[config.mk]
export PLATFORM = sky130hd
export DESIGN_NAME = io_port_controller_flat
export DESIGN_NICKNAME = d
export VERILOG_FILES = /design/src/rtl/io_port_if.sv /design/src/rtl/io_port_controller.sv /design/src/flat_wrapper.sv
export SDC_FILE = /design/constraint.sdc
export NUM_CORES = 1
export LEC_CHECK = 0
export BUFFER_PORTS_ARGS = -buffer_cell sky130_fd_sc_hd__buf_2
export CAP_MARGIN = 20
export CORE_UTILIZATION = 25
export DETAILED_ROUTE_END_ITERATION = 10
export GPL_TIMING_DRIVEN = 0
export SYNTH_ARGS = -nofsm -noshare
export SYNTH_HDL_FRONTEND = slang
export SYNTH_SLANG_ARGS = --single-unit
[constraint.sdc]
create_clock -name clk -period 2.3 [get_ports clk]
set_input_delay 0.46 -clock clk [delete_from_list [all_inputs] [get_ports clk]]
set_output_delay 0.46 -clock clk [all_outputs]
set_load 0.03 [all_outputs]
[src/rtl/io_port_if.sv]
// Processor I/O port and interrupt bundle between io_port_controller (slave)
// and the surrounding system (master: processor pins plus external producer/consumer).
interface io_port_if #(
  parameter int DATA_W    = 16,
  parameter int IN_DEPTH  = 4,
  parameter int OUT_DEPTH = 4
);
  logic                         ext_in_valid;
  logic [DATA_W-1:0]            ext_in_data;
  logic                         ext_in_ready;
  logic [DATA_W-1:0]            input_port;
  logic                         in_read;
  logic [DATA_W-1:0]            out_port;
  logic                         out_write;
  logic                         ext_out_valid;
  logic [DATA_W-1:0]            ext_out_data;
  logic                         ext_out_ready;
  logic                         irq_en;
  logic                         interrupt_signal;
  logic [$clog2(IN_DEPTH):0]    in_count;
  logic [$clog2(OUT_DEPTH):0]   out_count;
  logic                         status_clr;
  logic                         in_underflow;
  logic                         out_overflow;

  modport slave (
    input  ext_in_valid, ext_in_data, in_read, out_port, out_write,
           ext_out_ready, irq_en, status_clr,
    output ext_in_ready, input_port, ext_out_valid, ext_out_data,
           interrupt_signal, in_count, out_count, in_underflow, out_overflow
  );

  modport master (
    output ext_in_valid, ext_in_data, in_read, out_port, out_write,
           ext_out_ready, irq_en, status_clr,
    input  ext_in_ready, input_port, ext_out_valid, ext_out_data,
           interrupt_signal, in_count, out_count, in_underflow, out_overflow
  );
endinterface

[src/rtl/io_port_controller.sv]
// Peripheral responder: input FIFO feeding input_port, output FIFO capturing
// out_port writes, and a rate-limited one-cycle interrupt on input arrival.
module io_port_controller #(
  parameter int DATA_W    = 16,
  parameter int IN_DEPTH  = 4,
  parameter int OUT_DEPTH = 4,
  parameter int HOLDOFF   = 8
) (
  input  logic      clk,
  input  logic      rst,
  io_port_if.slave  bus
);
  localparam int IAW = $clog2(IN_DEPTH);
  localparam int OAW = $clog2(OUT_DEPTH);
  localparam int HW  = $clog2(HOLDOFF + 1);

  typedef enum logic [1:0] {IDLE, PULSE, HOLD} state_t;

  logic [DATA_W-1:0] in_mem [IN_DEPTH];
  logic [IAW-1:0]    in_wr, in_rd;
  logic [IAW:0]      in_cnt;
  logic              in_full, in_empty, in_push, in_pop;

  logic [DATA_W-1:0] out_mem [OUT_DEPTH];
  logic [OAW-1:0]    out_wr, out_rd;
  logic [OAW:0]      out_cnt;
  logic              out_full, out_empty, out_push, out_pop;

  logic              underflow, overflow;
  state_t            state;
  logic              pending, irq, fire;
  logic [HW-1:0]     hold_cnt;

  assign in_full  = (in_cnt == (IAW+1)'(IN_DEPTH));
  assign in_empty = (in_cnt == '0);
  assign in_push  = bus.ext_in_valid && !in_full;
  assign in_pop   = bus.in_read && !in_empty;

  assign out_full  = (out_cnt == (OAW+1)'(OUT_DEPTH));
  assign out_empty = (out_cnt == '0);
  assign out_push  = bus.out_write && !out_full;
  assign out_pop   = bus.ext_out_ready && !out_empty;

  assign bus.ext_in_ready     = !in_full;
  assign bus.input_port       = in_empty ? '0 : in_mem[in_rd];
  assign bus.in_count         = in_cnt;
  assign bus.ext_out_valid    = !out_empty;
  assign bus.ext_out_data     = out_empty ? '0 : out_mem[out_rd];
  assign bus.out_count        = out_cnt;
  assign bus.in_underflow     = underflow;
  assign bus.out_overflow     = overflow;
  assign bus.interrupt_signal = irq;

  always_ff @(posedge clk) begin
    if (in_push)  in_mem[in_wr]   <= bus.ext_in_data;
    if (out_push) out_mem[out_wr] <= bus.out_port;
  end

  always_ff @(posedge clk or posedge rst) begin
    if (rst) begin
      in_wr     <= '0;
      in_rd     <= '0;
      in_cnt    <= '0;
      out_wr    <= '0;
      out_rd    <= '0;
      out_cnt   <= '0;
      underflow <= 1'b0;
      overflow  <= 1'b0;
    end else begin
      if (in_push)  in_wr  <= in_wr + 1'b1;
      if (in_pop)   in_rd  <= in_rd + 1'b1;
      if (in_push && !in_pop)      in_cnt <= in_cnt + 1'b1;
      else if (!in_push && in_pop) in_cnt <= in_cnt - 1'b1;

      if (out_push) out_wr <= out_wr + 1'b1;
      if (out_pop)  out_rd <= out_rd + 1'b1;
      if (out_push && !out_pop)      out_cnt <= out_cnt + 1'b1;
      else if (!out_push && out_pop) out_cnt <= out_cnt - 1'b1;

      underflow <= (bus.in_read && in_empty) || (underflow && !bus.status_clr);
      overflow  <= (bus.out_write && out_full) || (overflow && !bus.status_clr);
    end
  end

  // The last holdoff cycle services a pending request directly, so the IDLE
  // visit costs no cycle and back-to-back pulses sit HOLDOFF+1 cycles apart.
  assign fire = pending && (state == IDLE || (state == HOLD && hold_cnt == '0));

  always_ff @(posedge clk or posedge rst) begin
    if (rst) begin
      state    <= IDLE;
      pending  <= 1'b0;
      irq      <= 1'b0;
      hold_cnt <= '0;
    end else begin
      if (in_push && in_empty && bus.irq_en) pending <= 1'b1;
      else if (!bus.irq_en || fire)          pending <= 1'b0;

      irq <= fire;

      case (state)
        IDLE:  if (fire) state <= PULSE;
        PULSE: begin
          state    <= HOLD;
          hold_cnt <= HW'(HOLDOFF - 1);
        end
        HOLD: begin
          if (hold_cnt == '0) state <= fire ? PULSE : IDLE;
          else                hold_cnt <= hold_cnt - 1'b1;
        end
        default: state <= IDLE;
      endcase
    end
  end
endmodule

[src/flat_wrapper.sv]
// flat-port wrapper written by rule: the top's interface ports become plain ports
module io_port_controller_flat 
#(
  parameter int DATA_W    = 16,
  parameter int IN_DEPTH  = 4,
  parameter int OUT_DEPTH = 4,
  parameter int HOLDOFF   = 8
)
  (clk, rst, bus_ext_in_valid, bus_ext_in_data, bus_in_read, bus_out_port, bus_out_write, bus_ext_out_ready, bus_irq_en, bus_status_clr, bus_ext_in_ready, bus_input_port, bus_ext_out_valid, bus_ext_out_data, bus_interrupt_signal, bus_in_count, bus_out_count, bus_in_underflow, bus_out_overflow);
  io_port_if #(.DATA_W(DATA_W), .IN_DEPTH(IN_DEPTH), .OUT_DEPTH(OUT_DEPTH)) bus_i ();
  input  logic clk;
  input  logic rst;
  input wire logic [$bits(bus_i.ext_in_valid)-1:0] bus_ext_in_valid;
  input wire logic [$bits(bus_i.ext_in_data)-1:0] bus_ext_in_data;
  input wire logic [$bits(bus_i.in_read)-1:0] bus_in_read;
  input wire logic [$bits(bus_i.out_port)-1:0] bus_out_port;
  input wire logic [$bits(bus_i.out_write)-1:0] bus_out_write;
  input wire logic [$bits(bus_i.ext_out_ready)-1:0] bus_ext_out_ready;
  input wire logic [$bits(bus_i.irq_en)-1:0] bus_irq_en;
  input wire logic [$bits(bus_i.status_clr)-1:0] bus_status_clr;
  output wire logic [$bits(bus_i.ext_in_ready)-1:0] bus_ext_in_ready;
  output wire logic [$bits(bus_i.input_port)-1:0] bus_input_port;
  output wire logic [$bits(bus_i.ext_out_valid)-1:0] bus_ext_out_valid;
  output wire logic [$bits(bus_i.ext_out_data)-1:0] bus_ext_out_data;
  output wire logic [$bits(bus_i.interrupt_signal)-1:0] bus_interrupt_signal;
  output wire logic [$bits(bus_i.in_count)-1:0] bus_in_count;
  output wire logic [$bits(bus_i.out_count)-1:0] bus_out_count;
  output wire logic [$bits(bus_i.in_underflow)-1:0] bus_in_underflow;
  output wire logic [$bits(bus_i.out_overflow)-1:0] bus_out_overflow;
  assign bus_i.ext_in_valid = bus_ext_in_valid;
  assign bus_i.ext_in_data = bus_ext_in_data;
  assign bus_i.in_read = bus_in_read;
  assign bus_i.out_port = bus_out_port;
  assign bus_i.out_write = bus_out_write;
  assign bus_i.ext_out_ready = bus_ext_out_ready;
  assign bus_i.irq_en = bus_irq_en;
  assign bus_i.status_clr = bus_status_clr;
  assign bus_ext_in_ready = bus_i.ext_in_ready;
  assign bus_input_port = bus_i.input_port;
  assign bus_ext_out_valid = bus_i.ext_out_valid;
  assign bus_ext_out_data = bus_i.ext_out_data;
  assign bus_interrupt_signal = bus_i.interrupt_signal;
  assign bus_in_count = bus_i.in_count;
  assign bus_out_count = bus_i.out_count;
  assign bus_in_underflow = bus_i.in_underflow;
  assign bus_out_overflow = bus_i.out_overflow;
  io_port_controller #(.DATA_W(DATA_W), .IN_DEPTH(IN_DEPTH), .OUT_DEPTH(OUT_DEPTH), .HOLDOFF(HOLDOFF)) u_core (.clk(clk), .rst(rst), .bus(bus_i));
endmodule
==> run metrics, run 1 <==
Post-DP HPWL about 8 mm; Yosys top cell by area edfxtp_1; Die Span Y ~160 um; Setup crit end kind output port; Ports between 80 and 90; Setup WS post-layout -0.0354 ns; vias in the first global route ~3.6k; die area ~25,000 um^2; Most common cell on crit path buf_6; share of post-route cells with drive strength above 1 0.474; synthesized area approximately 6200 um^2; Power per Cell Area 1540 nW/um^2; total CTS buffers 17; 1st-pass router iterations 5; Synthesis Warnings 0; fin nets slightly below 500; crit start category flip-flop; slew margin rel. 0.394; crit path launch u_core.out_rd[0]; cell area after layout 8240 um^2; Syn Inst Count approximately 320; # port buffers between 80 and 90; CP required roughly 1.8 ns; First DRT Iteration DRCs 155; Die X about 160 um; Clock Tree Buf Depth 2; initial core utilization 0.255; synth-to-layout area growth 33.3%; register area share after synthesis 0.719; static leakage 3.08 nW; Slowest-stage cell, CP mux4_2; antenna violations before repair 0; max-cap violations 0; Final Util 0.340; Hold-fix buffers, CTS 0; Setup Crit Path Kind flip-flop to output port; synth top area cells edfxtp_1 62%, dfrtp_1 9.7%, mux4_2 8.7%, mux4_1 3.4%, and2_1 2.6%; Tcrit/Tclk final 1.02; Total Power approximately 13 mW; crit-path max FO 6; # H-tree levels 4; DR WL/cell 15.5 um; flops & latches, synth 152; Critical Path AT 1.88 ns; failing checks negative setup slack; gr usage total 0.101; Clk Latency, worst-skew pair 0.42 ns; worst slew pin tran a little over 0.9 ns; library cells used by synthesis 34; remaining antenna violation count 0; routed vias/inst about 4.1; Fmax between 0.4 and 0.5 GHz; fin crit period roughly 2.3 ns; critical-path cell list buf_6, buf_12, mux4_2, and2_4, buf_6; CTS Root Cell clkbuf_16; first-pass GRT wire length around 19 mm; Site Rows 57; number of clock sinks 152; remaining global-route overflow 0; TNS Setup -0.117 ns; Reg clk slew, reported paths ~0.06 ns; RD Place Congestion between 0.7 and 0.8; syn_area_per_cell around 19 um^2; share of the synthesized area in the top cell type 0.622; pre-CTS setup slack -0.174 ns; maximum resistive drop on vdd 0.000814 V; largest net degree at the start of global routing 25; CP max stage delay ~0.52 ns; worst min path class primary input to asynchronous set/reset pin; WL final between 10 and 15 mm; via count 3,214; antenna cells 0; Final Hold Violating Endpoints 0; post-synthesis net count 378; residual DRC count 0; outcome finished, violations left; core area approximately 24,000 um^2; placed cell areas 7000 um^2; Setup Viol. Count Final 10; CTS tree done; reg-to-reg startpoint u_core.bus.out_count[1]; Max Clock Skew 0.0120 ns; fin. max-slew vios 0; RSZ-0062 raised after global routing true
## through the flow
| stage | instances | hold slack [ns] |
|---|---|---|
| 2_1_floorplan | 324 | 0.468 |
| 3_3_place_gp | 730 | 0.486 |
| 3_5_place_dp | 730 | 0.498 |
| 4_1_cts | 776 | 0.230 |
| 5_1_grt | 778 | 0.0109 |
| 6_report | 778 | 0.00554 |
## state kept, by name, summed over array words and instances, names as in the netlist, 3 cells and up
name and flops:
u_core.in_mem 64, u_core.hold_cnt 4, u_core.out_mem 64, u_core.bus.out_count 3
u_core.bus.in_count 3
## kinds of logic (layout without fill, tap and decap cells)
kind of cell / count (synthesis) / in the layout / synth area share
flops: 152 / 152 / 0.719
simple gates: 68 / 68 / 0.0630
mux: 36 / 36 / 0.129
buf+inv: 27 / 157 / 0.0237
compound gates: 15 / 15 / 0.0178
fa+ha+maj: 14 / 14 / 0.0308
xor+xnor: 12 / 12 / 0.0170
## worst max-delay path: cells and delay by family, from the launching register on
kind,cells,cell delay [ns]
buffers and inverters,3,0.43
DFF,1,0.34
muxes,1,0.52
and+or+nand+nor,1,0.16
## repair_timing
item / CTS / global route
setup buffers: 12 / 1
setup endpoints to repair: 33 / 33
endpoints found under the hold margin: 0 / 0
cloned: 2 / 0
gates resized for setup: 123 / 20
pin swaps: 14 / 2
## cell type report
type / instances / area (um^2)
sequential: 152 / 4450
inverter: 14 / 52.6
timing repair buffer: 98 / 841
clock inverter: 15 / 183
fill: 2290 / 16000
multi-input combinational: 145 / 1740
clock buffer: 17 / 425
tap: 324 / 405
buffer: 13 / 148
## report_power, final
part,total (mW),internal [mW],switching [mW]
clock,2.82,1.65,1.18
combinational,5.89,2.94,2.95
sequential,3.96,3.71,0.249
## worst paths after layout
| kind | end | depth (start not counted) | slack, ns |
|---|---|---|---|
| max | bus_ext_out_data[10] | 5 | -0.04 |
| min | u_core.bus.out_count[2] | 2 | 0.006 |
| max reg2reg | u_core.bus.out_count[2] | 9 | 0.15 |
| min reg2reg | u_core.bus.interrupt_signal | 1 | 0.51 |
| max in group asynchronous | u_core.bus.in_count[1] | 3 | 1.86 |
| min in group clk | u_core.in_mem[2][1] | 1 | 0.25 |
## cell usage after synthesis
cell       number
edfxtp_1      128
and2_1         26
dfrtp_1        24
mux4_2         24
nor2b_1        17
inv_1          14
ha_1           12
mux4_1          8
nand2_1         7
xnor2_1         7
nor2_1          6
buf_2           5
o21ai_0         5
xor2_1          5
clkbuf_1        4
mux2_2          4
nand3_1         4
buf_6           3
nor3_1          3
a21boi_2        2
fa_1            2
nand2b_1        2
a21oi_1         1
a221oi_1        1
a22o_1          1
a22oi_1         1
a2bb2oi_1       1
a31oi_1         1
a32o_1          1
and4_1          1
buf_12          1
o31ai_1         1
or3_1           1
or3b_1          1
## layout by cell type, fill, tap and decap left out, types with 5 or more instances in the layout
master / n
inv_1: 14
buf_12: 7
nor2b_4: 16
inv_6: 5
xor2_1: 5
buf_2: 52
o21ai_0: 5
dfrtp_1: 21
clkbuf_16: 17
mux4_2: 32
buf_4: 9
xnor2_1: 7
ha_1: 12
buf_6: 36
nor2_1: 6
and2_1: 10
nand2_1: 7
edfxtp_1: 128
and2_4: 16
## layer usage
| layer | up-vias | share of wire | global-route usage |
|---|---|---|---|
| met5 | - | 0 | 0 |
| met4 | 0 | 0.011 | 0.0354 |
| met3 | 9 | 0.054 | 0.0352 |
| met2 | 83 | 0.52 | 0.174 |
| met1 | 1647 | 0.42 | 0.118 |
| li1 | 1475 | - | - |
Power figures use the tool's default switching activity.
==> run 2, diff against run 1 <==
Settings changed: ABC_AREA set to 1.
==> run 2 against run 1 <==
Clock power shrank 4%. Non-clock buffer count down 1. Routed wire length up 16%. The run now ends clean. Combinational power fell by 12%. Synthesized cell count grew 63%. Count of clock-buffer cells in the layout increased by 1. Core utilization is 1.8 points lower. Register-to-register slack better by 0.10 ns. Power fell by 7.1%. Sequential power down 2%. Largest power group unchanged. Via count increased by 27%.
==> run metrics, run 2 <==
outcome finished clean; Post-DP HPWL around 9.2 mm; fin. max-slew vios 0; Total Power 11.8 mW; total CTS buffers 17; number of clock sinks ~150; antenna cells 0; gr usage total 0.113; Max Clock Skew between 0.01 and 0.015 ns; switch share 0.417; Post-synth EDFFs 128; # H-tree levels 4; Die Span Y about 160 um; DR WL/cell roughly 14 um; first-pass GRT wire length about 22 mm; Finished Layout Cells 972; commonest non-fill, non-tap cell in the layout nor2_1; Setup Crit Path Kind flip-flop to output port; library cells used by synthesis 27; worst min path class primary input to asynchronous set/reset pin; asr flop ratio synth 0.158; # port buffers between 80 and 90; Max Used Layer met4; Die X around 160 um; pre-CTS setup slack slightly below 0.04 ns; First DRT Iteration DRCs approximately 210; vias in the first global route a little over 4k; Psw just under 5 mW; cell area after layout between 7000 and 8000 um^2; flops & latches, synth 152; Reg clk slew, reported paths about 0.07 ns; met1 WL between 6 and 7 mm; Site Rows 57; Syn Inst Count 528; CTS Root Cell clkbuf_16; antenna violations before repair 0; register area share after synthesis 0.703; biggest regs u_core.in_mem: 64 flops, u_core.out_mem: 64 flops, u_core.hold_cnt: 4 flops; metal3 WL just over 600 um; internal power between 6 and 7 mW; Clock Tree Buf Depth 2; Ports 83; largest net degree at the start of global routing 18; WL final 14.0 mm; Setup WS post-layout 0.0964 ns; worst slew pin tran roughly 0.96 ns; syn_area_per_cell roughly 12 um^2; share of post-route cells with drive strength above 1 0.256; core area 24,500 um^2; most frequent cells in the layout 136 x nor2_1, 128 x edfxtp_1, 76 x buf_2; Tcrit/Tclk final 0.958; synth-to-layout area growth 24.8%; placed cell areas a little over 7000 um^2; power share of the clock group 0.231; Reg power frac 0.330; Synthesis Warnings 0; max-cap violations 0; Synth Flop Type edfxtp_1; residual DRC count 0; synthesized area 6320 um^2; met2 wire len 6.97 mm; CP required ~1.8 ns; static leakage a little over 3 nW; synth top area cells edfxtp_1 61%, dfrtp_1 9.5%, nor2_1 8.5%, o21ai_1 4.0%, a21oi_1 3.2%; RD Place Congestion 0.736; RSZ-0062 raised after global routing true; Setup crit end kind output port; fin crit period 2.20 ns; Clk Latency, worst-skew pair 0.42 ns; Gate power share 0.439; maximum resistive drop on vdd 0.00103 V; Power per Cell Area about 1500 nW/um^2; final hold slack about 0.026 ns; die area roughly 26,000 um^2; CTS tree done; Yosys top cell by area edfxtp_1; initial core utilization 0.258; top post-synthesis cells by count 144 x nor2_1, 128 x edfxtp_1, 50 x o21ai_1, 40 x a21oi_1, 33 x inv_1; 1st-pass router iterations 4; Critical Path AT 1.74 ns; via count 4,092; count leader, synth nor2_1; post-synthesis net count slightly below 600; routed vias/inst about 4.2; Fmax 0.454 GHz; remaining antenna violation count 0; Final Hold Violating Endpoints 0; fin nets ~700; crit start category flip-flop; Setup Viol. Count Final 0; share of the synthesized area in the top cell type 0.608; placed cell count about 940; slew margin rel. 0.358; crit-path max FO 10; remaining global-route overflow 0
[run 2: changes by cell type in the layout (fill, tap and decap cells not counted), moves of 16 or more]
cell     change
inv_1       +18
nor2_1     +130
o21ai_1     +50
mux4_2      -32
buf_2       +24
a21oi_1     +34
buf_6       -23
nor2b_4     -16
and2_4      -16
o21ai_0     +18
[run 2: critical path, stage by stage (launching register included)]
cell	delay [ns]
dfrtp_1	0.34
buf_6	0.15
inv_6	0.06
buf_6	0.14
nor2_1	0.10
o21ai_0	0.13
a21oi_2	0.21
buf_4	0.19
[run 2: cell type report]
class                      count  area, um^2
fill                        2459       16600
clock buffer                  18         429
sequential                   152        4450
inverter                      38         158
buffer                        22         209
tap                          324         405
clock inverter                14         136
multi-input combinational    316        1580
timing repair buffer          88         526
[run 2: power groups by stage]
stage               Clock (mW)  Combinational [mW]  Sequential (mW)
finish                    2.72                5.17             3.89
global route              2.89                5.68             3.95
CTS                       2.79                5.15             3.89
detailed placement           0                5.03             3.95
global placement             0                4.87             3.96
floorplan                    0                3.38             4.05
[run 2: what timing repair did]
item,CTS,global route
hold buffers,0,0
gates resized for setup,10,19
pin swaps,0,2
setup buffers,1,0
endpoints found under the setup margin,17,21
[run 2: per-stage QoR]
step,setup TNS [ns],util
floorplan,0,-
global placement,-25.87,0.291
detailed placement,0,0.295
CTS,0,0.320
global route,-0.000918,0.322
finish,0,0.322
[run 2: worst paths after layout]
check | startpoint | endpoint | slack (ns) | cells after the start
setup / recovery | u_core.in_rd[1] | bus_input_port[6] | 0.1 | 7
hold / removal | rst | u_core.bus.out_count[2] | 0.03 | 2
setup reg to reg | u_core.bus.out_count[1] | u_core.bus.out_count[2] | 0.25 | 10
hold reg to reg | u_core.hold_cnt[0] | u_core.hold_cnt[0] | 0.49 | 2
max in group asynchronous | rst | u_core.bus.in_count[0] | 1.80 | 3
min in group clk | bus_irq_en | u_core.pending | 0.25 | 3
[run 2: kinds of logic (layout without fill, tap and decap cells)]
logic type                 Yosys count  after routing  share of synthesized area
and+or+nand+nor                    180            180                      0.112
DFF                                152            152                      0.703
AOI/OAI and AO/OA                  116            116                     0.0928
buffers and inverters               60            180                     0.0536
adders and majority gates           14             14                     0.0301
xor gates and xnor gates             6              6                    0.00831
[run 2: routing by layer]
layer  vias up  global-route usage
li1       2028                   -
met1      1959               0.138
met2        95               0.194
met3        10              0.0298
met4         0              0.0347
met5         -                   0
==> run 3, diff against run 2 <==
--- a/config.mk
+++ b/config.mk
@@ -7,9 +7,12 @@
 export LEC_CHECK = 0
 export ABC_AREA = 1
-export BUFFER_PORTS_ARGS = -buffer_cell sky130_fd_sc_hd__buf_2
 export CAP_MARGIN = 20
+export CELL_PAD_IN_SITES_DETAIL_PLACEMENT = 1
+export CELL_PAD_IN_SITES_GLOBAL_PLACEMENT = 1
 export CORE_UTILIZATION = 25
 export DETAILED_ROUTE_END_ITERATION = 10
+export DONT_BUFFER_PORTS = 1
 export GPL_TIMING_DRIVEN = 0
+export PLACE_DENSITY_LB_ADDON = 0.1
 export SYNTH_ARGS = -nofsm -noshare
 export SYNTH_HDL_FRONTEND = slang
==> constraint.sdc (replaced) <==
create_clock -name clk -period 2.3 [get_ports clk]
set_input_delay 0.46 -clock clk [delete_from_list [all_inputs] [get_ports clk]]
set_output_delay 0.46 -clock clk [all_outputs]
set_load 0.05 [all_outputs]
==> run 3 against run 2 <==
The flow now finishes with violations (negative setup slack). Count of clock-buffer cells in the layout shrank 1. Global-route usage is 2.6 points higher. Largest cell class unchanged. Core utilization is 1.2 points higher. Worst hold slack gained 0.097 ns. Design area increased by 3.7%.
==> run metrics, run 3 (synthesis gave the netlist of run 2 again) <==
share of post-route cells with drive strength above 1 0.252; die area approximately 26,000 um^2; outcome finished, violations left; largest net degree at the start of global routing 25; via count approximately 4k; crit start category flip-flop; final hold slack ~0.12 ns; fin nets 625; routed vias/inst roughly 4.4; worst flop-to-flop path endpoint u_core.bus.out_count[2]; RD Place Congestion a little over 0.7; crit-path max FO 10; Site Rows 57; most frequent cells in the layout 136 x nor2_1, 128 x edfxtp_1, 54 x o21ai_1; max-cap violations 0; vias in the first global route between 4k and 5k; Setup Viol. Count Final 20; crit path launch u_core.bus.out_count[2]; remaining antenna violation count 0; worst min path class primary input to flip-flop; first-pass GRT wire length roughly 26 mm; worst slew pin tran around 0.60 ns; DR WL/cell between 15 and 20 um; antenna cells 0; Die X approximately 160 um; First DRT Iteration DRCs 234; fin. max-slew vios 0; reg-to-reg startpoint u_core.bus.out_count[0]; WL final 17.1 mm; # H-tree levels 4; 1st-pass router iterations 4; gr usage total 0.139; Post-DP HPWL 11.1 mm; slew margin rel. 0.601; Setup crit end kind output port; Critical Path AT 2.07 ns; failing checks negative setup slack; # port buffers 0; pre-CTS setup slack -0.455 ns; Fmax 0.396 GHz; flop-to-flop setup slack -0.02 ns; residual DRC count 0; Setup Crit Path Kind flip-flop to output port; CTS tree done; biggest regs u_core.in_mem: 64 flops, u_core.out_mem: 64 flops, u_core.hold_cnt: 4 flops; Slowest-stage cell, CP dfrtp_2; fin crit period between 2 and 3 ns; antenna violations before repair 0; Clock Tree Buf Depth 2; core area ~25,000 um^2; Final Hold Violating Endpoints 0; number of clock sinks around 150; worst hold stages 0; Reg clk slew, reported paths around 0.07 ns; Max Clock Skew approximately 0.0094 ns; CP max stage delay about 0.54 ns; crit path capture bus_ext_out_data[13]; synth-to-layout area growth 29.4%; RSZ-0062 raised after global routing true; Clk Latency, worst-skew pair about 0.43 ns; Final Util 0.333; initial core utilization 0.258; commonest non-fill, non-tap cell in the layout nor2_1; critical-path cell list inv_2, nand3_4, clkinvlp_4, buf_12, a21oi_4; CP required between 1.5 and 2 ns; Ports a little over 80; r2r worst-path depth 9; total CTS buffers 17; remaining global-route overflow 0; Die Span Y about 160 um; Tcrit/Tclk final 1.10; Setup WS post-layout -0.225 ns; CTS Root Cell clkbuf_16
==> run 3: cell count changes in the layout (fill, tap and decap cells not counted), sizes merged <==
cell,delta
dlygate4sd3,+1
clkinvlp,+2
bufinv,+1
inv,-3
clkinv,+1
clkbuf,-5
buf,-61
==> run 3: repair_timing <==
action                     in CTS  in global routing
pin swaps                       4                  7
setup endpoints to repair     113                 50
hold buffers                    0                  1
gates cloned                    1                  0
buffers inserted                9                  3
gates resized for setup        83                 20
hold endpoints to repair        0                  4
==> run 3: through the flow <==
stage | TNS, ns | cells | cell area, um^2
global placement | -72.86 | 852 | 6860
floorplan | -0.932 | 528 | 6450
CTS | -5.68 | 901 | 8040
finish | -3.19 | 908 | 8180
global route | -5.63 | 908 | 8180
detailed placement | -22.66 | 859 | 6960
==> run 3: critical path, delay by kind of cell (launching register included) <==
family / cells / cell delay, ns
compound gates: 1 / 0.36
buf+inv: 3 / 0.51
simple gates: 1 / 0.23
flops: 1 / 0.54
==> run 3: per-layer routing <==
metal	wire, um	part of all wire	vias up	track usage
met5	0	0	-	0
li1	-	-	1906	-
met2	8810	0.51	71	0.240
met4	146	0.0085	0	0.0399
met1	7150	0.42	2009	0.161
met3	1040	0.061	10	0.0496
==> run 3: area by class of cell <==
| class | instances | area (um^2) |
|---|---|---|
| buffer | 22 | 228 |
| clock buffer | 17 | 425 |
| clock inverter | 15 | 164 |
| fill | 2656 | 16400 |
| inverter | 38 | 181 |
| multi-input combinational | 316 | 1990 |
| sequential | 152 | 4460 |
| tap | 324 | 405 |
| timing repair buffer | 24 | 330 |
==> run 3: worst min-delay path by stage <==
stage	slack, ns	from	endpoint
final	0.12	bus_ext_in_data[10]	u_core.in_mem[3][10]
after global routing	0.1	bus_ext_in_data[10]	u_core.in_mem[0][10]
after CTS	0.10	bus_ext_in_data[10]	u_core.in_mem[3][10]
after detailed placement	0.48	u_core.hold_cnt[0]	u_core.hold_cnt[0]
after global placement	0.47	u_core.hold_cnt[0]	u_core.hold_cnt[0]
after floorplan	0.45	u_core.hold_cnt[0]	u_core.hold_cnt[0]
Power of run 3 is not shown: default switching activity piles up to over one toggle a cycle in this logic, so the estimate is an artifact.
